`src/rtl/prime_pkg.sv`:
```
// Shared types, sizing constants and the wide square compare used by the
// prime range generator and its trial-division step.
package prime_pkg;

    // Sequencer states of the range generator.
    typedef enum logic [1:0] {
        IDLE = 2'd0,
        TEST = 2'd1,
        EMIT = 2'd2,
        DONE = 2'd3
    } state_t;

    // Default and widest supported data width for bounds and primes.
    localparam int DEFAULT_W = 8;
    localparam int MAX_W     = 16;

    // True when d*d > cand. The square is formed at double width, so no
    // product bit is lost even at the widest supported data width.
    function automatic logic square_exceeds(input logic [MAX_W-1:0] d,
                                            input logic [MAX_W-1:0] cand);
        logic [2*MAX_W-1:0] d_ext_s;
        logic [2*MAX_W-1:0] sq_s;
        d_ext_s = {{MAX_W{1'b0}}, d};
        sq_s    = d_ext_s * d_ext_s;
        return (sq_s > {{MAX_W{1'b0}}, cand});
    endfunction

endpackage

```
`src/rtl/prime_trial_step.sv`:
```
// One trial-division step: does divisor d prove the candidate prime (d*d
// has passed the candidate) or prove it composite (d divides the candidate)?
module prime_trial_step
    import prime_pkg::*;
#(
    parameter int W = DEFAULT_W
) (
    input  logic [W-1:0] cand,
    input  logic [W-1:0] d,
    output logic         is_prime_hit,
    output logic         is_divisible
);

    logic [MAX_W-1:0] cand_ext_s;
    logic [MAX_W-1:0] d_ext_s;

    assign cand_ext_s   = MAX_W'(cand);
    assign d_ext_s      = MAX_W'(d);
    assign is_prime_hit = square_exceeds(d_ext_s, cand_ext_s);
    // d is never zero while the result is consumed: each candidate starts at 2.
    assign is_divisible = ((cand % d) == {W{1'b0}});

endmodule

```
`src/rtl/prime_range_generator.sv`:
```
// Streams every prime in [lower, upper] in ascending order over a
// valid/ready port, testing one divisor per cycle by trial division.
module prime_range_generator
    import prime_pkg::*;
#(
    parameter int W = DEFAULT_W
) (
    input  logic         clk,
    input  logic         rst_n,
    input  logic         start,
    input  logic         abort,
    input  logic [W-1:0] lower,
    input  logic [W-1:0] upper,
    output logic         prime_valid,
    output logic [W-1:0] prime_data,
    input  logic         prime_ready,
    output logic         busy,
    output logic         done,
    output logic [W-1:0] count
);

    localparam logic [W-1:0] ZERO_C = {W{1'b0}};
    localparam logic [W-1:0] ONE_C  = {{(W-1){1'b0}}, 1'b1};
    localparam logic [W-1:0] TWO_C  = {{(W-2){1'b0}}, 2'b10};

    state_t       state_r;
    logic [W-1:0] cand_r;
    logic [W-1:0] d_r;
    logic [W-1:0] upper_r;

    logic         is_prime_hit_s;
    logic         is_divisible_s;
    logic         empty_range_s;
    logic         at_upper_s;
    logic [W-1:0] first_cand_s;

    prime_trial_step #(.W(W)) u_trial_step (
        .cand         (cand_r),
        .d            (d_r),
        .is_prime_hit (is_prime_hit_s),
        .is_divisible (is_divisible_s)
    );

    assign empty_range_s = (upper < TWO_C) || (lower > upper);
    assign first_cand_s  = (lower < TWO_C) ? TWO_C : lower;
    // Compared before incrementing so an upper bound of all-ones never wraps.
    assign at_upper_s    = (cand_r == upper_r);

    // Sequencer, candidate/divisor datapath, handshake counter and output registers.
    always_ff @(posedge clk or negedge rst_n) begin
        if (!rst_n) begin
            state_r     <= IDLE;
            cand_r      <= ZERO_C;
            d_r         <= ZERO_C;
            upper_r     <= ZERO_C;
            prime_valid <= 1'b0;
            prime_data  <= ZERO_C;
            busy        <= 1'b0;
            done        <= 1'b0;
            count       <= ZERO_C;
        end else if (abort) begin
            // Cancel silently: no done pulse, count keeps completed handshakes.
            state_r     <= IDLE;
            prime_valid <= 1'b0;
            busy        <= 1'b0;
            done        <= 1'b0;
        end else begin
            case (state_r)
                IDLE: begin
                    done <= 1'b0;
                    if (start) begin
                        upper_r <= upper;
                        count   <= ZERO_C;
                        busy    <= 1'b1;
                        if (empty_range_s) begin
                            state_r <= DONE;
                            done    <= 1'b1;
                        end else begin
                            cand_r  <= first_cand_s;
                            d_r     <= TWO_C;
                            state_r <= TEST;
                        end
                    end
                end
                TEST: begin
                    if (is_prime_hit_s) begin
                        state_r     <= EMIT;
                        prime_valid <= 1'b1;
                        prime_data  <= cand_r;
                    end else if (is_divisible_s) begin
                        if (at_upper_s) begin
                            state_r <= DONE;
                            done    <= 1'b1;
                        end else begin
                            cand_r  <= cand_r + ONE_C;
                            d_r     <= TWO_C;
                        end
                    end else begin
                        d_r <= d_r + ONE_C;
                    end
                end
                EMIT: begin
                    if (prime_ready) begin
                        count       <= count + ONE_C;
                        prime_valid <= 1'b0;
                        if (at_upper_s) begin
                            state_r <= DONE;
                            done    <= 1'b1;
                        end else begin
                            cand_r  <= cand_r + ONE_C;
                            d_r     <= TWO_C;
                            state_r <= TEST;
                        end
                    end else begin
                        prime_valid <= 1'b1;
                    end
                end
                DONE: begin
                    done    <= 1'b0;
                    busy    <= 1'b0;
                    state_r <= IDLE;
                end
                default: begin
                    state_r     <= IDLE;
                    prime_valid <= 1'b0;
                    busy        <= 1'b0;
                    done        <= 1'b0;
                end
            endcase
        end
    end

endmodule

```
`config.mk`:
```
export PLATFORM = sky130hd
export DESIGN_NAME = prime_range_generator
export DESIGN_NICKNAME = d
export VERILOG_FILES = /design/src/rtl/prime_pkg.sv /design/src/rtl/prime_trial_step.sv /design/src/rtl/prime_range_generator.sv
export SDC_FILE = /design/constraint.sdc
export NUM_CORES = 1
export LEC_CHECK = 0
export ABC_AREA = 1
export CAP_MARGIN = 20
export CORE_MARGIN = 2
export CORE_UTILIZATION = 55
export CTS_CLUSTER_SIZE = 24
export DETAILED_ROUTE_END_ITERATION = 7
export PLACE_DENSITY = 0.78
export SYNTH_ARGS = -nofsm -noshare
export SYNTH_HDL_FRONTEND = slang
export SYNTH_HIERARCHICAL = 1
export SYNTH_SLANG_ARGS = --single-unit
```
`constraint.sdc`:
```
create_clock -name clk -period 13.6 [get_ports clk]
set_input_delay 2.04 -clock clk [delete_from_list [all_inputs] [get_ports clk]]
set_output_delay 2.04 -clock clk [all_outputs]
set_load 0.05 [all_outputs]
```
==> run_results.csv, run 1 <==
group,metric,value,unit
outcome,status,"complete, no violations",
yosys,synth_top_area_share,16.35,%
clock_network,post_cts_resized,0,
timing,clock.fmax,88.99,MHz
grt,grt_start_max_net_pins,46,
worst_hold_path,min-delay-start,"prime_data[3]",
drt,routed_via_density,5.253,
worst_setup_path,path_class,"flop to flop",
floorplan,coreArea,0.01211,sq mm
grt,first_global_vias,5839,
placement,place_hpwl,12100,microns
final_layout,nets,1153,
clock_network,root_buffer,"clkbuf_16",
floorplan,initial_core_util,56.88,%
drt,drt_iter0_drc,296,
grt,antenna_found_initial,0,
grt,grt_usage,24.04,%
final_layout,syn_to_final_growth,9.099,%
worst_setup_path,cpMostUsedCell,"nand2_1",
timing,fin_setup_tns,0,ns
yosys,synthArstFlopShare,100.0,%
timing,rsz0062_at_grt,"no",
worst_setup_path,crit_arrival,11.45,ns
yosys,synth_ff_type,"dfrtp_1",
yosys,ys_ff_latch,45,
yosys,yosysWarnings,6,
drt,ant_nets,0,
floorplan,io_pins,40,
timing,setup_ws,2.363,ns
placement,placed_area,0.007353,sq mm
timing,setup_viol,0,
grt,grt_pass1_wl,26480,microns
worst_setup_path,worstPathRequired,13.81,ns
yosys,synth_edf_count,0,
worst_setup_path,r2r_end,"d_r[7]",
worst_hold_path,whs_endpoint,"prime_data[3]",
yosys,synth.distinct_cells,60,
worst_setup_path,reg2reg_slack,2.36,ns
clock_network,htree_num_levels,2,
timing,period_share,82.63,%
floorplan,die_w,115.9,microns
floorplan,rows,40,
yosys,synthTopCellsByArea,"dfrtp_1 (16%), ha_1 (16%), nand2_1 (14%)",
worst_setup_path,crit_family,"simple AND/OR/NAND/NOR gates",
final_layout,final_area,0.007516,sq mm
drt,wire_per_inst,12.64,microns
clock_network,insertion_delay,0.29,ns
run,drv_cap,0,
worst_setup_path,worstSetupEndpointType,"flop",
placement,gp_congestion,0.9131,
floorplan,die_y,115.9,microns
placement,dp_slack,2.532,ns
drt,routed_wl,15010,microns
worst_setup_path,critPathMaxFanout,16,
clock_network,cts_tree,"done",
drt,vias,6235,
yosys,synth_cells,993,
worst_setup_path,r2r_cells,73,
clock_network,cts_buffers,5,
clock_network,clk_pin_slew,0.06,ns
clock_network,cts_hold_buf,0,
yosys,avgSynthCellArea,6.938,sq um
clock_network,cts_sinks,45,
timing,whs,0.4787,ns
timing,finalHoldViolCount,0,
timing,relSlewSlack,51.56,%
worst_setup_path,max_stage_delay,0.63,ns
worst_setup_path,startpoint_type,"flop",
yosys,synthesis.area,0.006889,sq mm
clock_network,clock_path_buffers,2,
drt,route.detailed.drc,0,
floorplan,dieArea,0.01344,sq mm
final_layout,drive_gt1_share,9.127,%
drt,first_pass_iters,4,
yosys,synth_nets,1127,
worst_hold_path,hold_depth,2,
final_layout,num_antenna_cells,0,
yosys,synth_seq_area_share,16.35,%
clock_network,postCtsSetupRepairBufs,0,
yosys,yosysTopAreaCell,"dfrtp_1",
worst_hold_path,hold_class,"flop to flop",
grt,overflow,0,
timing,layout_min_cycle_time,11.24,ns
timing,fin_worst_skew,0.002958,ns
timing,tightestPinTransition,0.7266,ns
worst_setup_path,timing.rr.start,"d_r[0]",
placement,port_buffers,39,
timing,drv_slew,0,
worst_setup_path,slowest_stage,"dfrtp_1",
yosys,synth_common_cells,"nand2_1 (265), inv_1 (154), ha_1 (87), nand3_1 (65)",
worst_setup_path,cp.buffers_inverters,12,
yosys,yosysMostFrequentCell,"nand2_1",
==> how the worst max path moves through the flow <==
| stage | startpoint | endpoint | slack (ns) | depth (start not counted) |
|---|---|---|---|---|
| 2_1_floorplan | d_r[0] | cand_r[2] | 3.78 | 73 |
| 3_3_place_gp | d_r[0] | d_r[2] | 2.71 | 72 |
| 3_5_place_dp | d_r[0] | cand_r[2] | 2.53 | 72 |
| 4_1_cts | d_r[0] | d_r[7] | 2.44 | 73 |
| 5_1_grt | d_r[0] | d_r[2] | 1.34 | 73 |
| 6_report | d_r[0] | d_r[7] | 2.36 | 73 |
==> worst reg2reg max path: cells and delay by family (launching register included) <==
family | cells | cell delay, ns
compound gates | 10 | 2.17
xor+xnor | 1 | 0.14
fa+ha+maj | 8 | 2.55
buf+inv | 12 | 1.14
flops | 1 | 0.63
simple gates | 42 | 4.53
==> cells by family after synthesis <==
group	share of synthesized area, %
and+or+nand+nor	33.16
buffers and inverters	11.41
AOI/OAI and AO/OA	10.59
adders and majority gates	23.36
DFF	16.35
xor gates and xnor gates	4.704
other	0.1090
muxes	0.3269
==> flip-flops by register name (all words and copies together) (netlist names) <==
register / flops
done: 1
busy: 1
state_r: 2
count: 8
d_r: 8
cand_r: 8
prime_valid: 1
upper_r: 8
prime_data: 8
==> per-layer routing <==
| layer | global-route usage (%) | share of wire (%) |
|---|---|---|
| met4 | 6.349 | 1.7 |
| met1 | 32.62 | 47 |
| met3 | 1.517 | 3.5 |
| met5 | 0 | 0 |
| met2 | 41.83 | 48 |
==> final cells by class <==
class | count | area, sq um
Clock buffer | 7 | 142.6
Timing Repair Buffer | 40 | 405.4
Tap cell | 168 | 210.2
Sequential cell | 45 | 1126
Fill cell | 1145 | 4596
Inverter | 174 | 654.4
Multi-Input combinational cell | 753 | 4977
==> per-stage QoR <==
step	util (%)	cells
global placement	60.71	1179
finish	62.06	1187
global route	62.06	1187
CTS	61.89	1186
floorplan	-	993
detailed placement	60.71	1179
==> cells in the final DEF, fill, tap and decap left out, drive strengths merged, types with 7 or more instances in the layout <==
master         instances
a21oi                 47
clkbuf                 7
clkdlybuf4s50         38
dfrtp                 45
fa                    26
ha                    87
inv                  173
nand2                281
nand3                 74
nand3b                 7
nand4                 16
nor2                  61
nor3                  14
o21ai                 59
or2                   10
xnor2                 13
xor2                  24
Power of run 1 is left out: the tool's default activity adds up to more than one toggle a clock period on the data nets, which glitch-free logic cannot reach.
==> run 2, diff against run 1 <==
- PLACE_DENSITY: 0.78 -> 0.81
- clock period: 13.6 -> 10.1 ns (I/O delays scaled with it)
==> run 2 against run 1 <==
Net effect:
- routed wire length is 7.0% higher
- clock-buffer cell count unchanged
- highest routed layer unchanged
- sequential share of layout area is 1.1 points lower
- flip-flop and latch count unchanged
- via count increased by 2.9%
- first-iteration DRC count down 4.4%
- fmax up 18%
- largest cell class unchanged
- worst hold slack improved by 0.011 ns
- cell area up 7.6%
==> run_results.csv, run 2 (same netlist as run 1, synthesis figures left out) <==
group,metric,value,unit
outcome,status,"complete, no violations",
worst_setup_path,max_stage_delay,0.37,ns
placement,placed_area,0.007451,sq mm
final_layout,layout_common_cells,"nand2_1 (259), inv_1 (151), ha_1 (70), nand3_1 (60), dfrtp_1 (45)",
worst_setup_path,startpoint_type,"flop",
grt,grt_pass1_wl,26610,microns
clock_network,cts_tree,"done",
worst_setup_path,critPathMaxFanout,8,
worst_setup_path,cp-endpoint,"d_r[5]",
timing,finalHoldViolCount,0,
final_layout,layout.cells.most_common,"nand2_1",
final_layout,num_antenna_cells,0,
grt,overflow,0,
floorplan,die_w,115.9,microns
timing,tightestPinTransition,0.5547,ns
worst_setup_path,crit_arrival,9.76,ns
drt,drt_iter0_drc,283,
timing,relSlewSlack,62.98,%
drt,ant_nets,0,
timing,period_share,94.35,%
worst_setup_path,r2r_end,"d_r[5]",
drt,wl_met3,609,microns
timing,fin_worst_skew,0.005325,ns
final_layout,drive_gt1_share,16.84,%
placement,place_hpwl,12250,microns
grt,grt_usage,24.12,%
worst_setup_path,slowest_stage,"dfrtp_1",
drt,wl_met1,7325,microns
clock_network,cts_sinks,45,
floorplan,rows,40,
drt,route.detailed.drc,0,
final_layout,syn_to_final_growth,17.38,%
drt,top_layer_used,"met4",
drt,vias,6415,
drt,first_pass_iters,5,
floorplan,die_y,115.9,microns
floorplan,dieArea,0.01344,sq mm
final_layout,nets,1178,
worst_setup_path,reg2reg_slack,0.57,ns
timing,setup_viol,0,
worst_setup_path,worstPathRequired,10.33,ns
clock_network,clock_path_buffers,2,
drt,routed_wl,16060,microns
timing,whs,0.4895,ns
worst_setup_path,startpoint,"d_r[0]",
drt,met2_length,7758,microns
grt,first_global_vias,6006,
drt,routed_via_density,5.289,
clock_network,cts_buffers,5,
worst_setup_path,timing.rr.start,"d_r[0]",
grt,antenna_found_initial,0,
grt,grt_start_max_net_pins,46,
floorplan,io_pins,40,
worst_hold_path,hold_class,"flop to flop",
worst_setup_path,r2r_cells,71,
clock_network,insertion_delay,0.29,ns
drt,wire_per_inst,13.24,microns
placement,gp_congestion,0.9325,
clock_network,root_buffer,"clkbuf_16",
worst_setup_path,worstSetupEndpointType,"flop",
timing,clock.fmax,104.9,MHz
floorplan,coreArea,0.01211,sq mm
final_layout,final_area,0.008087,sq mm
timing,layout_min_cycle_time,9.530,ns
worst_setup_path,cpMostUsedCell,"nand2_1",
clock_network,htree_num_levels,2,
run,drv_cap,0,
clock_network,clk_pin_slew,0.06,ns
clock_network,cts_hold_buf,0,
placement,port_buffers,39,
timing,drv_slew,0,
floorplan,initial_core_util,56.88,%
worst_setup_path,path_class,"flop to flop",
[run 2: changes by cell type in the layout (fill, tap and decap cells not counted), sizes merged]
cell / delta
buf: +24
inv: +1
nand3: +1
[run 2: final cells by class]
class | count | area [sq um]
flip-flops and latches | 45 | 1126
clock inverters | 1 | 8.758
well taps | 168 | 210.2
multi-input cells | 754 | 5341
clock buffers | 7 | 152.6
repair buffers | 64 | 585.6
fillers | 1035 | 4025
inverters | 174 | 661.9
[run 2: repair_timing]
item,CTS,global route
endpoints found under the setup margin,16,19
pin swaps,0,24
buffers inserted,0,11
cloned,0,1
resized for setup,6,67
[run 2: critical path: cells and delay by family (launching register included)]
| family | cells | cell delay (ns) |
|---|---|---|
| AO/OA/AOI/OAI | 11 | 1.77 |
| XOR/XNOR | 2 | 0.32 |
| buffers and inverters | 9 | 0.74 |
| AND/OR/NAND/NOR | 41 | 3.86 |
| adder cells (fa/ha/maj) | 8 | 2.36 |
| flip-flops | 1 | 0.37 |
[run 2: through the flow]
stage          setup slack [ns]  utilization (%)  std cells  setup TNS (ns)
4_1_cts                 0.05135            62.94       1200               0
5_1_grt                 -0.2223            66.77       1213          -2.695
3_3_place_gp             0.1143            61.52       1192               0
6_report                 0.5702            66.77       1213               0
2_1_floorplan            0.2824                -        993               0
3_5_place_dp            -0.1823            61.52       1192          -1.706
[run 2: worst min-delay path by stage]
stage                  start            end  slack [ns]  depth (start not counted)
2_1_floorplan     upper_r[4]     upper_r[4]        0.47                          2
3_3_place_gp   prime_data[3]  prime_data[3]        0.47                          2
3_5_place_dp   prime_data[4]  prime_data[4]        0.48                          2
4_1_cts        prime_data[4]  prime_data[4]        0.49                          2
5_1_grt        prime_data[4]  prime_data[4]        0.52                          2
6_report       prime_data[7]  prime_data[7]        0.49                          2
[run 2: metal layers]
layer,vias up,global-route usage [%]
met2,155,41.33
met1,2943,32.39
met4,0,7.222
met5,-,0
met3,37,2.406
li1,3280,-
Power of run 2 is left out for the same reason.
==> run 3, diff against run 2 <==
- TNS_END_PERCENT: not set -> 1
==> results of run 3 <==
No change in the layout: final DEF, timing and power equal those of run 2.
Power of run 3 is left out for the same reason.
